File: config.mk
export PLATFORM = sky130hd
export DESIGN_NAME = sdram_init
export DESIGN_NICKNAME = d
export VERILOG_FILES = /design/src/rtl/sdram_init.sv
export SDC_FILE = /design/constraint.sdc
export NUM_CORES = 1
export LEC_CHECK = 0
export ABC_AREA = 1
export ABC_CLOCK_PERIOD_IN_PS = 2180
export BUFFER_PORTS_ARGS = -buffer_cell sky130_fd_sc_hd__buf_2
export CAP_MARGIN = 20
export CORE_MARGIN = 8
export CORE_UTILIZATION = 40
export CTS_CLUSTER_DIAMETER = 80
export DETAILED_ROUTE_END_ITERATION = 10
export SKIP_LAST_GASP = 1
export SLEW_MARGIN = 20
export SYNTH_ARGS = -nofsm -noshare
export SYNTH_HDL_FRONTEND = slang
export SYNTH_SLANG_ARGS = --single-unit
File: constraint.sdc
create_clock -name clk -period 2.18 [get_ports clk]
set_input_delay 0.218 -clock clk [delete_from_list [all_inputs] [get_ports clk]]
set_output_delay 0.218 -clock clk [all_outputs]
set_load 0.05 [all_outputs]
File: src/rtl/sdram_init.sv
// SDRAM power-up sequencer: waits for clock lock, then issues the standard start-up
// sequence (power-up NOPs, precharge-all, auto-refreshes, load mode) and raises done.
module sdram_init #(
    parameter int unsigned T_POWERUP   = 5000,
    parameter int unsigned T_RP        = 2,
    parameter int unsigned T_RFC       = 4,
    parameter int unsigned T_MRD       = 2,
    parameter int unsigned NUM_REFRESH = 2,
    parameter logic [12:0] MODE        = 13'h0022
) (
    input  logic        clk,
    input  logic        reset,
    input  logic        clk_ok,
    output logic        cke,
    output logic [3:0]  cmd,
    output logic [1:0]  ba,
    output logic [12:0] addr,
    output logic        done
);

    localparam logic [3:0] CMD_NOP = 4'b0111;
    localparam logic [3:0] CMD_PRE = 4'b0010;
    localparam logic [3:0] CMD_REF = 4'b0001;
    localparam logic [3:0] CMD_LMR = 4'b0000;

    // Wait states run for T-1 cycles; a count of zero skips the state entirely.
    localparam int RP_WAIT  = int'(T_RP) - 1;
    localparam int RFC_WAIT = int'(T_RFC) - 1;
    localparam int MRD_WAIT = int'(T_MRD) - 1;

    localparam logic [15:0] PU_LAST  = 16'(int'(T_POWERUP) - 1);
    localparam logic [15:0] RP_LAST  = 16'(RP_WAIT - 1);
    localparam logic [15:0] RFC_LAST = 16'(RFC_WAIT - 1);
    localparam logic [15:0] MRD_LAST = 16'(MRD_WAIT - 1);
    localparam logic [4:0]  NUM_REF  = 5'(NUM_REFRESH);

    typedef enum logic [3:0] {
        WAIT_CLK,
        POWERUP,
        PRE,
        WAIT_RP,
        REF,
        WAIT_RFC,
        LMR,
        WAIT_MRD,
        DONE
    } state_t;

    state_t      state_reg, state_next;
    logic [15:0] wait_cnt_reg, wait_cnt_next;
    logic [3:0]  ref_cnt_reg, ref_cnt_next;
    logic [4:0]  ref_cnt_inc;

    logic        cke_reg, cke_next;
    logic [3:0]  cmd_reg, cmd_next;
    logic [1:0]  ba_reg, ba_next;
    logic [12:0] addr_reg, addr_next;
    logic        done_reg, done_next;

    assign ref_cnt_inc = {1'b0, ref_cnt_reg} + 5'd1;

    always_comb begin
        state_next = state_reg;
        case (state_reg)
            WAIT_CLK: if (clk_ok) state_next = POWERUP;
            POWERUP:  if (wait_cnt_reg == PU_LAST) state_next = PRE;
            PRE:      state_next = (RP_WAIT == 0) ? REF : WAIT_RP;
            WAIT_RP:  if (wait_cnt_reg == RP_LAST) state_next = REF;
            REF: begin
                if (RFC_WAIT != 0)
                    state_next = WAIT_RFC;
                else
                    state_next = (ref_cnt_inc < NUM_REF) ? REF : LMR;
            end
            WAIT_RFC: begin
                if (wait_cnt_reg == RFC_LAST)
                    state_next = ({1'b0, ref_cnt_reg} < NUM_REF) ? REF : LMR;
            end
            LMR:      state_next = (MRD_WAIT == 0) ? DONE : WAIT_MRD;
            WAIT_MRD: if (wait_cnt_reg == MRD_LAST) state_next = DONE;
            DONE:     state_next = DONE;
            default:  state_next = WAIT_CLK;
        endcase
        // Losing lock anywhere forces a full restart.
        if (!clk_ok) state_next = WAIT_CLK;
    end

    always_comb begin
        wait_cnt_next = wait_cnt_reg + 16'd1;
        if (state_next != state_reg || state_reg == WAIT_CLK || state_reg == DONE)
            wait_cnt_next = 16'd0;

        ref_cnt_next = ref_cnt_reg;
        if (state_next == WAIT_CLK || state_reg == WAIT_CLK || state_reg == PRE)
            ref_cnt_next = 4'd0;
        else if (state_reg == REF)
            ref_cnt_next = ref_cnt_inc[3:0];
    end

    // Pin values follow the current state one edge later, except that loss of lock
    // idles the pins on the very edge it is seen.
    always_comb begin
        cke_next  = 1'b1;
        cmd_next  = CMD_NOP;
        ba_next   = 2'd0;
        addr_next = 13'd0;
        done_next = 1'b0;
        case (state_reg)
            WAIT_CLK: cke_next = 1'b0;
            PRE: begin
                cmd_next  = CMD_PRE;
                addr_next = 13'h0400;
            end
            REF:  cmd_next = CMD_REF;
            LMR: begin
                cmd_next  = CMD_LMR;
                addr_next = MODE;
            end
            DONE: done_next = 1'b1;
            default: ;
        endcase
        if (!clk_ok) begin
            cke_next  = 1'b0;
            cmd_next  = CMD_NOP;
            addr_next = 13'd0;
            done_next = 1'b0;
        end
    end

    always_ff @(posedge clk) begin
        if (reset) begin
            state_reg    <= WAIT_CLK;
            wait_cnt_reg <= 16'd0;
            ref_cnt_reg  <= 4'd0;
            cke_reg      <= 1'b0;
            cmd_reg      <= CMD_NOP;
            ba_reg       <= 2'd0;
            addr_reg     <= 13'd0;
            done_reg     <= 1'b0;
        end else begin
            state_reg    <= state_next;
            wait_cnt_reg <= wait_cnt_next;
            ref_cnt_reg  <= ref_cnt_next;
            cke_reg      <= cke_next;
            cmd_reg      <= cmd_next;
            ba_reg       <= ba_next;
            addr_reg     <= addr_next;
            done_reg     <= done_next;
        end
    end

    assign cke  = cke_reg;
    assign cmd  = cmd_reg;
    assign ba   = ba_reg;
    assign addr = addr_reg;
    assign done = done_reg;

endmodule

== Yosys cells after proc, flatten, opt, wreduce, memory -nomap -nowiden ==
Cells that the tools add are included.

* Register bits after elaboration: 43
* Output and inout bits: 21
* Word-level logic and storage cells: 43

* Add/subtract/negate cells: 2
* Order comparisons: 1
* Equal/unequal tests: 11
* Muxes and demuxes: 11
* Bitwise logic cells: 1
* Reductions and logical operators: 10

{| class="wikitable"
|+ Operator list
! operator !! number
|-
| 4-bit case mux with 9 select lines || 1
|-
| 11-bit case mux with 2 select lines || 1
|-
| 4-bit two-way mux || 5
|-
| 16-bit by 1-bit adder with 16-bit output, second input constant || 1
|-
| 16-bit by 13-bit == test with 1-bit output, second input constant || 1
|-
| 16-bit by 2-bit == test with 1-bit output, second input constant || 1
|-
| 4-bit by 3-bit == test with 1-bit output, second input constant || 4
|-
| 16-bit zero test || 1
|-
| 3-bit case mux with 3 select lines || 1
|-
| 4-bit by 2-bit == test with 1-bit output, second input constant || 2
|-
| 4-bit zero test || 2
|-
| 2-bit OR reduction || 3
|-
| 4-bit by 1-bit adder with 4-bit output, second input constant || 1
|-
| 4-bit by 1-bit == test with 1-bit output, second input constant || 1
|-
| 4-bit == test, second input constant || 1
|-
| 1-bit logical OR || 4
|-
| 4-bit by 2-bit < comparator with 1-bit output, second input constant || 1
|-
| 4-bit inequality test || 1
|-
| 1-bit two-way mux || 2
|-
| 2-bit two-way mux || 1
|-
| 1-bit NOT || 1
|}

== Logic depth before layout (Yosys ltp) ==
Gate-level depths: netlist of the first run.

* Depth in word-level cells: 9
* Mapped depth: 12

== Worst setup path before layout of the first run ==
Ideal clock, no wire load.

* Path type: reg-to-reg
* Start: register wait_cnt_reg[0]
* End: register wait_cnt_reg[4]
* Setup time: 121 ps
* Arrival: 1429 ps
* Data required time: 2059 ps
* Path slack: 631 ps
* Stages on the path, launching flop included: 12
* Buffers on the path: 1
* Cell sequence: dfxtp_1 > ha_1 > nand2_1 > inv_1 > nand2_1 > nor2_1 > a21oi_4 > nor2_2 > nand2_2 > nand4_4 > buf_12 > nor2_4

* Cells in the longest elaborated chain, start to end: 8
* Elaborated cells between the ends (all ways): 14

{| class="wikitable"
|+ Ends and longest elaborated chain
! what !! RTL line !! source
|-
| from (decl) || 50 || <nowiki>logic [15:0] wait_cnt_reg, wait_cnt_next;</nowiki>
|-
| from (signal assigned) || 142 || <nowiki>wait_cnt_reg <= wait_cnt_next;</nowiki>
|-
| 16-bit by 2-bit == test with 1-bit output (tied with other cells) || 76 || <nowiki>if (wait_cnt_reg == RFC_LAST)</nowiki>
|-
| 4-bit two-way mux, on equally long branches || n/a ||
|-
| 4-bit case mux with 9 select lines || 64 || <nowiki>case (state_reg)</nowiki>
|-
| 4-bit two-way mux || 85 || <nowiki>if (!clk_ok) state_next = WAIT_CLK;</nowiki>
|-
| 4-bit inequality test || 90 || <nowiki>if (state_next != state_reg || state_reg == WAIT_CLK || state_reg == DONE)</nowiki>
|-
| 1-bit logical OR (2 in a row) || 90 ||
|-
| 2-bit OR reduction (no source line) || n/a ||
|}

Parallel ways exist; a longest one is shown, timed or not.
A chain may end at the register's enable or synchronous reset.

== Final worst setup path of the first run ==
* Start: register wait_cnt_reg[1]
* End: register wait_cnt_reg[0]

* Cells in the longest elaborated chain, start to end: 8
* Elaborated cells between the ends (all ways): 13

{| class="wikitable"
|+ Ends and longest elaborated chain
! what !! RTL line
|-
| 16-bit by 2-bit == test with 1-bit output (tied with other cells) || 76
|-
| 4-bit two-way mux, on equally long branches || n/a
|-
| 4-bit case mux with 9 select lines (*) || 64
|-
| 4-bit two-way mux (*) || 85
|-
| 4-bit inequality test (*) || 90
|-
| 1-bit logical OR (*) (2 in a row) || 90
|-
| 2-bit OR reduction (no source line) (*) || n/a
|}

Mark *: on every way between the ends. The rest lies on a longest branch, timed or not.

==> metrics.cfg, run 1 <==
[status]
status=complete, no violations

[critical_path]
r2r_end=wait_cnt_reg[0]$_SDFF_PP0_
crit_arrival_ns=1.96
end_kind=register
critical_path.max_fanout=16
reg2reg_slack_ns=0.37
required_ns=2.33
r2r_cells=11
r2r_start=wait_cnt_reg[1]$_SDFF_PP0_
crit_path_start_kind=register
crit_type=reg -> reg

[clock_network]
clock_latency_ns=0.28
root_buffer=clkbuf_8
cts_setup_buffers=0
htreeDepth=2
cts.path.max_buffers=2
cts.sinks=31
cts.repair.resized=0
clkTransAtPathRegs_ns=0.07
cts_tree=yes
ctsHoldBuffers=0
cts-buffers-inserted=5

[cells_and_area]
antennaDiodeCount=0
largest_reg_flops=16
nets=242
final_cells=286
final_core_util_pct=45.9
multiInputGateArea_um2=918
syn2layout_area_growth_pct=8.92
drive_gt1_share_pct=19.5
seqCellArea_um2=621
fill_cells=407

[floorplanning]
initial_core_util_pct=42.2
die_x_um=81.4
dieHeight_um=81.4
core_area_mm2=0.00406
rows=23
pin_count=24
dieArea_mm2=0.00662

[logic_synthesis]
ys_seq_area_share_pct=36.3
synthesis.area_mm2=0.00171
ys_types=25
yosys_warnings=0
synth_area_per_cell_um2=7.74
ys_seq_elements=31
netlist_instances=221

[detailed_routing]
drt_wl_total_mm=2.82
drt_pre_antenna_iters=4
via_per_inst=4.52
detail-route-antenna-nets=0
wire_per_inst_um=9.87
route.detailed.drc=0
num_vias=1293
drt-initial-drc-count=89

[pwr]
power_density_mw_per_mm2=661
clock_power_share_pct=47.0
intPower_uw=947
switchingPower_uw=285
leakagePower_uw=0.000747
comb_power_share_pct=6.7
swShare_pct=23.1
power_frac_seq_pct=46.4
vdd_ir_drop_max_v=0.000303

[global_route]
gr-total-overflow=0
antenna_found_initial=0
grt_pass1_vias=1214
grt_max_degree=17
grt_pass1_wl_mm=5.02
grt_usage_pct=9.73

[placement]
dp.cells=278
port_buffers=10
gp_congestion=0.848
dp_worst_setup_slack_ns=0.362
dpl.hpwl_mm=2.19

[hold_path]
hold_end=state_reg[1]$_SDFF_PP0_
hold_path_depth=2
min_from=reset
min_path_type=in -> reg

[sta]
hold_viol_final=0
layout_min_cycle_time_ns=1.81
worst_slack_ns=0.374
finalSetupViolations=0
maxSlewViolCount=0
max_freq_mhz=554
fin_crit_sh_pct=82.8
rsz0062_at_grt=false
fin_skew_ns=0.00606
timing.setup.tns_ns=0

[job]
cap_viol_max_count=0

==> Yosys cell counts <==
cell type / n / area [um^2]
buf_4: 14 / 105
nand2_1: 41 / 154
nand3_1: 4 / 20.0
o31ai_1: 1 / 7.51
buf_2: 1 / 5.00
o2111ai_1: 1 / 8.76
nor2_4: 10 / 113
buf_12: 1 / 20.0
o21ai_0: 4 / 20.0
nor3_2: 2 / 20.0
nor2_2: 9 / 56.3
nand4_4: 1 / 21.3
nor2_1: 39 / 146
inv_2: 1 / 3.75
nand2_2: 3 / 18.8
dfxtp_1: 31 / 621
xnor2_1: 4 / 35.0
nand4_1: 3 / 18.8
inv_1: 22 / 82.6
nor3_1: 4 / 20.0
a21oi_4: 1 / 16.3
conb_1: 1 / 3.75
a21oi_1: 6 / 30.0
ha_1: 4 / 50.1
xor2_1: 13 / 114
==> worst max-delay path: stages (launching register included) <==
cell	delay, ns
dfxtp_1	0.37
ha_1	0.19
nand2_1	0.09
inv_1	0.08
nand2_1	0.05
nor2_1	0.16
a21oi_4	0.07
nor2_2	0.11
nand2_2	0.08
nand4_4	0.06
buf_4	0.33
nor2_1	0.08
==> per-layer routing <==
layer,track usage [%],share of wire (%),routed length (um)
met1,11.2,45,1260
met3,3.20,7.7,217
met5,0,0,0
met2,15.5,46,1290
met4,5.54,2.1,58
==> power by group through the flow <==
stage | clock [uW] | combinational (uW) | sequential [uW]
floorplan | 0 | 90.7 | 585
global placement | 0 | 81.8 | 584
detailed placement | 0 | 81.6 | 584
CTS | 598 | 81.8 | 571
global route | 625 | 88.0 | 571
finish | 579 | 82.5 | 571
==> cell usage in the layout (no fill, tap or decap), types with 6 or more instances in the layout <==
cell type  netlist  routed
a21oi_1          6       6
conb_1           1      13
nor2_2           9       9
clkbuf_8         0       6
buf_2            1      10
nand2_1         41      41
dfxtp_1         31      31
nor2_4          10      10
nor2_1          39      39
xor2_1          13      13
inv_1           22      22
==> how the worst max path moves through the flow <==
stage                                     from                    endpoint  slack (ns)  cells past startpoint
floorplan           wait_cnt_reg[0]$_SDFF_PP0_  wait_cnt_reg[4]$_SDFF_PP0_        0.63                     11
global placement    wait_cnt_reg[1]$_SDFF_PP0_  wait_cnt_reg[0]$_SDFF_PP0_        0.41                     11
detailed placement  wait_cnt_reg[1]$_SDFF_PP0_  wait_cnt_reg[0]$_SDFF_PP0_        0.36                     11
CTS                 wait_cnt_reg[1]$_SDFF_PP0_  wait_cnt_reg[0]$_SDFF_PP0_        0.34                     11
global route        wait_cnt_reg[1]$_SDFF_PP0_  wait_cnt_reg[0]$_SDFF_PP0_        0.17                     11
finish              wait_cnt_reg[1]$_SDFF_PP0_  wait_cnt_reg[0]$_SDFF_PP0_        0.37                     11
==> logic make-up after synthesis <==
| group | Yosys count | share of synthesized area (%) |
|---|---|---|
| simple gates | 116 | 34.4 |
| flops | 31 | 36.3 |
| compound gates | 13 | 4.83 |
| xor+xnor | 17 | 8.71 |
| buf+inv | 39 | 12.7 |
| fa+ha+maj | 4 | 2.93 |
| other cells | 1 | 0.219 |
==> per-stage QoR <==
| step | hold WS (ns) | area [um^2] | total power [uW] |
|---|---|---|---|
| after floorplan | 0.290 | 1760 | 676 |
| after global placement | 0.439 | 1750 | 666 |
| after detailed placement | 0.463 | 1750 | 665 |
| after CTS | 0.159 | 1860 | 1250 |
| after global routing | 0.169 | 1860 | 1280 |
| final | 0.172 | 1860 | 1230 |
==> final cells by class <==
cell class | instances | share of cell area, %
clock buffer | 6 | 4.43
clock inverter | 2 | 1.88
inverter | 23 | 4.63
multi-input combinational | 163 | 49.3
sequential | 31 | 33.3
tap | 50 | 3.36
timing repair buffer | 11 | 3.09
No activity file was read; power rests on OpenSTA's default activity.
==> run 2, diff against run 1 <==
--- a/config.mk
+++ b/config.mk
@@ -6,7 +6,7 @@
 export NUM_CORES = 1
 export LEC_CHECK = 0
 export ABC_AREA = 1
-export ABC_CLOCK_PERIOD_IN_PS = 2180
+export ABC_CLOCK_PERIOD_IN_PS = 1800
 export BUFFER_PORTS_ARGS = -buffer_cell sky130_fd_sc_hd__buf_2
 export CAP_MARGIN = 20
 export CORE_MARGIN = 8
==> constraint.sdc (replaced) <==
create_clock -name clk -period 1.8 [get_ports clk]
set_input_delay 0.18 -clock clk [delete_from_list [all_inputs] [get_ports clk]]
set_output_delay 0.18 -clock clk [all_outputs]
set_load 0.05 [all_outputs]
==> run 2 against run 1 <==
Compared with the run above:
- count of clock-buffer cells in the layout unchanged
- cell area increased by 2.0%
- flip-flop and latch count unchanged
- clock skew decreased by 0.00078 ns
- first-iteration DRC count decreased by 34%
==> metrics.cfg, run 2 (synthesis results as in run 1) <==
[detailed_routing]
via_per_inst=4.41  ; -2.4%
num_vias=1275  ; -1.4%
drt-initial-drc-count=59  ; -34%
detail-route-antenna-nets=0  ; unchanged
wire_per_inst_um=10.5  ; +6.0%
drt_pre_antenna_iters=4  ; unchanged
drt_wl_total_mm=3.02  ; +7.1%
route.detailed.drc=0  ; unchanged

[sta]
fin_skew_ns=0.00527  ; -0.000784 ns
max_freq_mhz=607  ; +9.5%
layout_min_cycle_time_ns=1.65  ; -0.157 ns
rsz0062_at_grt=false
hold_viol_final=0  ; unchanged
timing.setup.tns_ns=0  ; unchanged
maxSlewViolCount=0  ; unchanged
fin_crit_sh_pct=91.6  ; +8.8 points
hold_ws_ns=0.128  ; -0.0437 ns
finalSetupViolations=0  ; unchanged

[cells_and_area]
layout_commonest_cell=nand2_1
layout_common_cells=nand2_1, nor2_1, dfxtp_1
multiInputGateArea_um2=921  ; +0.27%
final_core_util_pct=46.8  ; +0.92 points
seqCellArea_um2=621  ; unchanged
fill_cells=416  ; +2.2%
largest_reg_flops=16  ; unchanged
nets=245  ; +1.2%
drive_gt1_share_pct=20.9  ; +1.4 points
syn2layout_area_growth_pct=11.1
antennaDiodeCount=0  ; unchanged

[floorplanning]
pin_count=24  ; unchanged
dieHeight_um=81.4  ; unchanged
initial_core_util_pct=42.2  ; unchanged
dieArea_mm2=0.00662  ; unchanged
core_area_mm2=0.00406  ; unchanged
die_x_um=81.4  ; unchanged
rows=23  ; unchanged

[critical_path]
crit_type=reg -> reg
crit_arrival_ns=1.83  ; -0.13 ns
end_kind=register
required_ns=1.98  ; -0.35 ns
critical_path.max_fanout=9  ; -7
crit_path_start_kind=register
reg2reg_slack_ns=0.15  ; -0.22 ns

[clock_network]
cts_tree=yes
cts-buffers-inserted=5  ; unchanged
htreeDepth=2  ; unchanged
clkTransAtPathRegs_ns=0.07  ; about the same
root_buffer=clkbuf_8
cts_setup_buffers=0  ; unchanged
clock_latency_ns=0.29  ; about the same
cts.sinks=31  ; unchanged
cts.path.max_buffers=2  ; unchanged
ctsHoldBuffers=0  ; unchanged

[global_route]
antenna_found_initial=0  ; unchanged
use_met2_pct=15.5  ; unchanged
gr-usage-met3_pct=3.97  ; +0.77 points
grt_max_degree=11  ; -6
top_usage_layer=met2
gr-total-overflow=0  ; unchanged
grt_util_met1_pct=12.4  ; +1.2 points
grt_pass1_vias=1228  ; +1.2%
grt_pass1_wl_mm=5.31  ; +5.6%
grt_usage_pct=10.6  ; +0.84 points

[placement]
gp_congestion=0.855  ; +0.90%
port_buffers=10  ; unchanged
dpl.hpwl_mm=2.18  ; -0.23%

[pwr]
vdd_ir_drop_max_v=0.000251  ; -17%
leakagePower_uw=0.000766  ; +2.4%
switchingPower_uw=361  ; +27%
intPower_uw=1150  ; +21%
swShare_pct=23.9  ; +0.78 points
power_density_mw_per_mm2=795  ; +20%
comb_power_share_pct=6.8  ; about the same
clock_power_share_pct=47.4  ; +0.4 points
power_frac_seq_pct=45.8  ; -0.6 points

[status]
status=complete, no violations

[hold_path]
min_path_type=in -> reg

[job]
cap_viol_max_count=0  ; unchanged

[run 2: cell types whose count changed in the layout (fill, tap and decap cells not counted), sizes merged]
cell | previous run | this run
buf | 11 | 14
[run 2: path summary, 6_finish.rpt]
path	start	to	depth (start not counted)
worst max-delay path	wait_cnt_reg[0]$_SDFF_PP0_	wait_cnt_reg[4]$_SDFF_PP0_	11
worst min-delay path	reset	state_reg[2]$_SDFF_PP0_	2
worst max register to register	wait_cnt_reg[0]$_SDFF_PP0_	wait_cnt_reg[4]$_SDFF_PP0_	11
worst min register to register	wait_cnt_reg[0]$_SDFF_PP0_	wait_cnt_reg[0]$_SDFF_PP0_	1
[run 2: power groups by stage]
stage                     registers [uW]  logic, uW  clock network (uW)
final                                691        103                 716
after global placement               707        102                   0
after CTS                            691        102                 738
after global routing                 691        110                 776
after detailed placement             707        101                   0
after floorplan                      709        110                   0
[run 2: final cells by class]
class                   instances  area share (%)
well taps                      50            3.29
repair buffers                 14            4.87
flip-flops and latches         31            32.7
clock buffers                   6            4.34
clock inverters                 2            1.84
multi-input cells             163            48.5
inverters                      23            4.54
[run 2: worst max-delay path: stages, from the launching register on]
cell and delay (ns):
dfxtp_1 0.37, ha_1 0.20, nand2_1 0.09, inv_1 0.09, nand2_1 0.06, nor2_2 0.12
a21oi_4 0.07, nor2_2 0.11, nand2_2 0.08, nand4_4 0.13, buf_12 0.18, nor2_4 0.03
[run 2: repair_timing]
item,4_1_cts,5_1_grt
resized for setup,0,1
setup endpoints to repair,0,13
hold endpoints to repair,0,0
[run 2: metrics by stage]
step / instance area, um^2 / power, uW / cells / setup WS, ns
3_3_place_gp: 1780 / 809 / 281 / 0.128
5_1_grt: 1900 / 1580 / 289 / 0.0116
4_1_cts: 1900 / 1530 / 289 / 0.0901
2_1_floorplan: 1760 / 818 / 233 / 0.251
3_5_place_dp: 1780 / 808 / 281 / 0.0915
6_report: 1900 / 1510 / 289 / 0.151
[run 2: layer usage]
metal	vias to the layer above	share of wire, %	wire [um]
li1	689	-	-
met3	8	6.0	182
met1	553	47	1420
met5	-	0	0
met4	0	3.4	103
met2	25	44	1320
==> run 3, diff against run 2 <==
--- a/config.mk
+++ b/config.mk
@@ -7,12 +7,12 @@
 export LEC_CHECK = 0
 export ABC_AREA = 1
 export ABC_CLOCK_PERIOD_IN_PS = 1800
-export BUFFER_PORTS_ARGS = -buffer_cell sky130_fd_sc_hd__buf_2
 export CAP_MARGIN = 20
 export CORE_MARGIN = 8
 export CORE_UTILIZATION = 40
 export CTS_CLUSTER_DIAMETER = 80
 export DETAILED_ROUTE_END_ITERATION = 10
+export DONT_BUFFER_PORTS = 1
 export SKIP_LAST_GASP = 1
 export SLEW_MARGIN = 20
 export SYNTH_ARGS = -nofsm -noshare
==> run 3 against run 2 <==
Compared with the run above:
- routed wire length shrank 0.79%
- critical path type unchanged
- cell area grew 0.66%
- count of clock-buffer cells in the layout is the same
- clock skew shrank 0.0040 ns
- fmax is essentially flat
- global-route usage shrank 0.78 points
- register-to-register slack is essentially flat
- power shrank 0.69%
- utilization grew 0.31 points
- worst hold slack lost 0.11 ns
- final cell count shrank 1.7%
- via count shrank 0.55%
==> metrics.cfg, run 3 (synthesis results as in run 1) <==
[cells_and_area]
layout_common_cells=nand2_1, nor2_1, dfxtp_1
largest_reg_flops=16  ; unchanged
syn2layout_area_growth_pct=11.9
final_cells=284  ; -1.7%
final_core_util_pct=47.1  ; +0.31 points
drive_gt1_share_pct=20.1  ; -0.84 points
nets=240  ; -2.0%
antennaDiodeCount=0  ; unchanged
layout_commonest_cell=nand2_1

[global_route]
gr-total-overflow=0  ; unchanged
grt_usage_pct=9.79  ; -0.78 points
grt_pass1_wl_mm=5.11  ; -3.7%
grt_pass1_vias=1204  ; -2.0%
antenna_found_initial=0  ; unchanged
grt_max_degree=11  ; unchanged

[hold_path]
hold_path_depth=2  ; unchanged
min_from=clk_ok
min_path_type=in -> reg
hold_end=state_reg[2]$_SDFF_PP0_

[clock_network]
cts_tree=yes
cts.sinks=31  ; unchanged
cts-buffers-inserted=5  ; unchanged
clock_latency_ns=0.28  ; about the same
clkTransAtPathRegs_ns=0.06  ; about the same
cts.path.max_buffers=2  ; unchanged
htreeDepth=2  ; unchanged
root_buffer=clkbuf_8

[critical_path]
end_kind=register
r2r_end=wait_cnt_reg[14]$_SDFF_PP0_
crit_path_start_kind=register
reg2reg_slack_ns=0.15  ; about the same
crit_type=reg -> reg
critical_path.max_fanout=4  ; -5
required_ns=2.02  ; +0.04 ns
crit_arrival_ns=1.87  ; +0.04 ns
r2r_start=wait_cnt_reg[1]$_SDFF_PP0_
r2r_cells=11  ; unchanged

[sta]
finalSetupViolations=0  ; unchanged
layout_min_cycle_time_ns=1.65  ; -0.000930 ns
timing.setup.tns_ns=0  ; unchanged
maxSlewViolCount=0  ; unchanged
fin_skew_ns=0.00129  ; -0.00399 ns
max_freq_mhz=607  ; about the same
hold_viol_final=0  ; unchanged
hold_ws_ns=0.0135  ; -0.114 ns
fin_crit_sh_pct=91.5  ; about the same

[detailed_routing]
drt_wl_total_mm=3.00  ; -0.79%
num_vias=1268  ; -0.55%
detail-route-antenna-nets=0  ; unchanged
wire_per_inst_um=10.6  ; +0.95%
drt_pre_antenna_iters=5  ; +1
drt-initial-drc-count=44  ; -25%
via_per_inst=4.46  ; +1.2%
route.detailed.drc=0  ; unchanged

[job]
cap_viol_max_count=0  ; unchanged

[floorplanning]
core_area_mm2=0.00406  ; unchanged
die_x_um=81.4  ; unchanged
initial_core_util_pct=42.2  ; unchanged
dieHeight_um=81.4  ; unchanged
pin_count=24  ; unchanged
rows=23  ; unchanged
dieArea_mm2=0.00662  ; unchanged

[placement]
gp_congestion=0.840  ; -1.8%
dpl.hpwl_mm=2.19  ; +0.17%
port_buffers=0  ; -10
dp.cells=271  ; -3.6%

[status]
status=complete, no violations

[pwr]
vdd_ir_drop_max_v=0.000259  ; +3.0%
leakagePower_uw=0.000755  ; -1.4%
power_density_mw_per_mm2=784  ; -1.3%

run 3: changes by cell type in the layout (fill, tap and decap cells not counted), sizes merged:
cell	delta
dlygate4sd3	+1
buf	-6
run 3: repair_timing:
action	in CTS	in global routing
setup endpoints to repair	2	5
gates cloned	0	0
hold endpoints to repair	4	0
setup buffers	2	2
gates resized for setup	0	5
hold buffers	1	0
pin swaps	0	3
run 3: metrics by stage:
| step | instance area, um^2 | total power [uW] | setup WS, ns |
|---|---|---|---|
| after floorplan | 1760 | 818 | 0.251 |
| after global placement | 1720 | 799 | 0.0542 |
| after detailed placement | 1720 | 799 | 0.00881 |
| after CTS | 1890 | 1510 | 0.0875 |
| after global routing | 1910 | 1550 | -0.00897 |
| final | 1910 | 1500 | 0.152 |
run 3: final cells by class:
cell class,count,area (um^2)
Fill cell,402,2140
Multi-Input combinational cell,163,928
Sequential cell,31,623
Timing Repair Buffer,9,95.1
Inverter,23,86.3
Clock buffer,6,82.6
Tap cell,50,62.6
Clock inverter,2,35.0
run 3: critical path, stage by stage, from the launching register on:
cell     delay, ns
dfxtp_2       0.35
ha_2          0.18
nand2_1       0.09
nor2_2        0.14
nand2_1       0.10
nor2_2        0.16
nand2_2       0.10
nor2_4        0.13
nand2_1       0.07
xor2_1        0.13
inv_1         0.05
nor2_1        0.08
run 3: how the worst max path moves through the flow:
stage	start	endpoint	slack [ns]	cells after the start
floorplan	wait_cnt_reg[0]$_SDFF_PP0_	wait_cnt_reg[4]$_SDFF_PP0_	0.25	11
global placement	wait_cnt_reg[0]$_SDFF_PP0_	wait_cnt_reg[1]$_SDFF_PP0_	0.05	10
detailed placement	wait_cnt_reg[0]$_SDFF_PP0_	wait_cnt_reg[1]$_SDFF_PP0_	0.009	10
CTS	wait_cnt_reg[1]$_SDFF_PP0_	wait_cnt_reg[14]$_SDFF_PP0_	0.09	11
global route	wait_cnt_reg[1]$_SDFF_PP0_	wait_cnt_reg[14]$_SDFF_PP0_	-0.009	11
finish	wait_cnt_reg[1]$_SDFF_PP0_	wait_cnt_reg[14]$_SDFF_PP0_	0.15	11
run 3: report_power, final:
part,switching (uW),internal [uW]
clock,260,447
sequential,5.45,688
combinational,84.2,14.4
run 3: layer usage:
metal	part of all wire (%)	global-route usage, %	up-vias
li1	-	-	672
met1	45	11.0	563
met2	47	16.1	25
met3	5.6	2.65	8
met4	2.7	5.89	0
met5	0	0	-
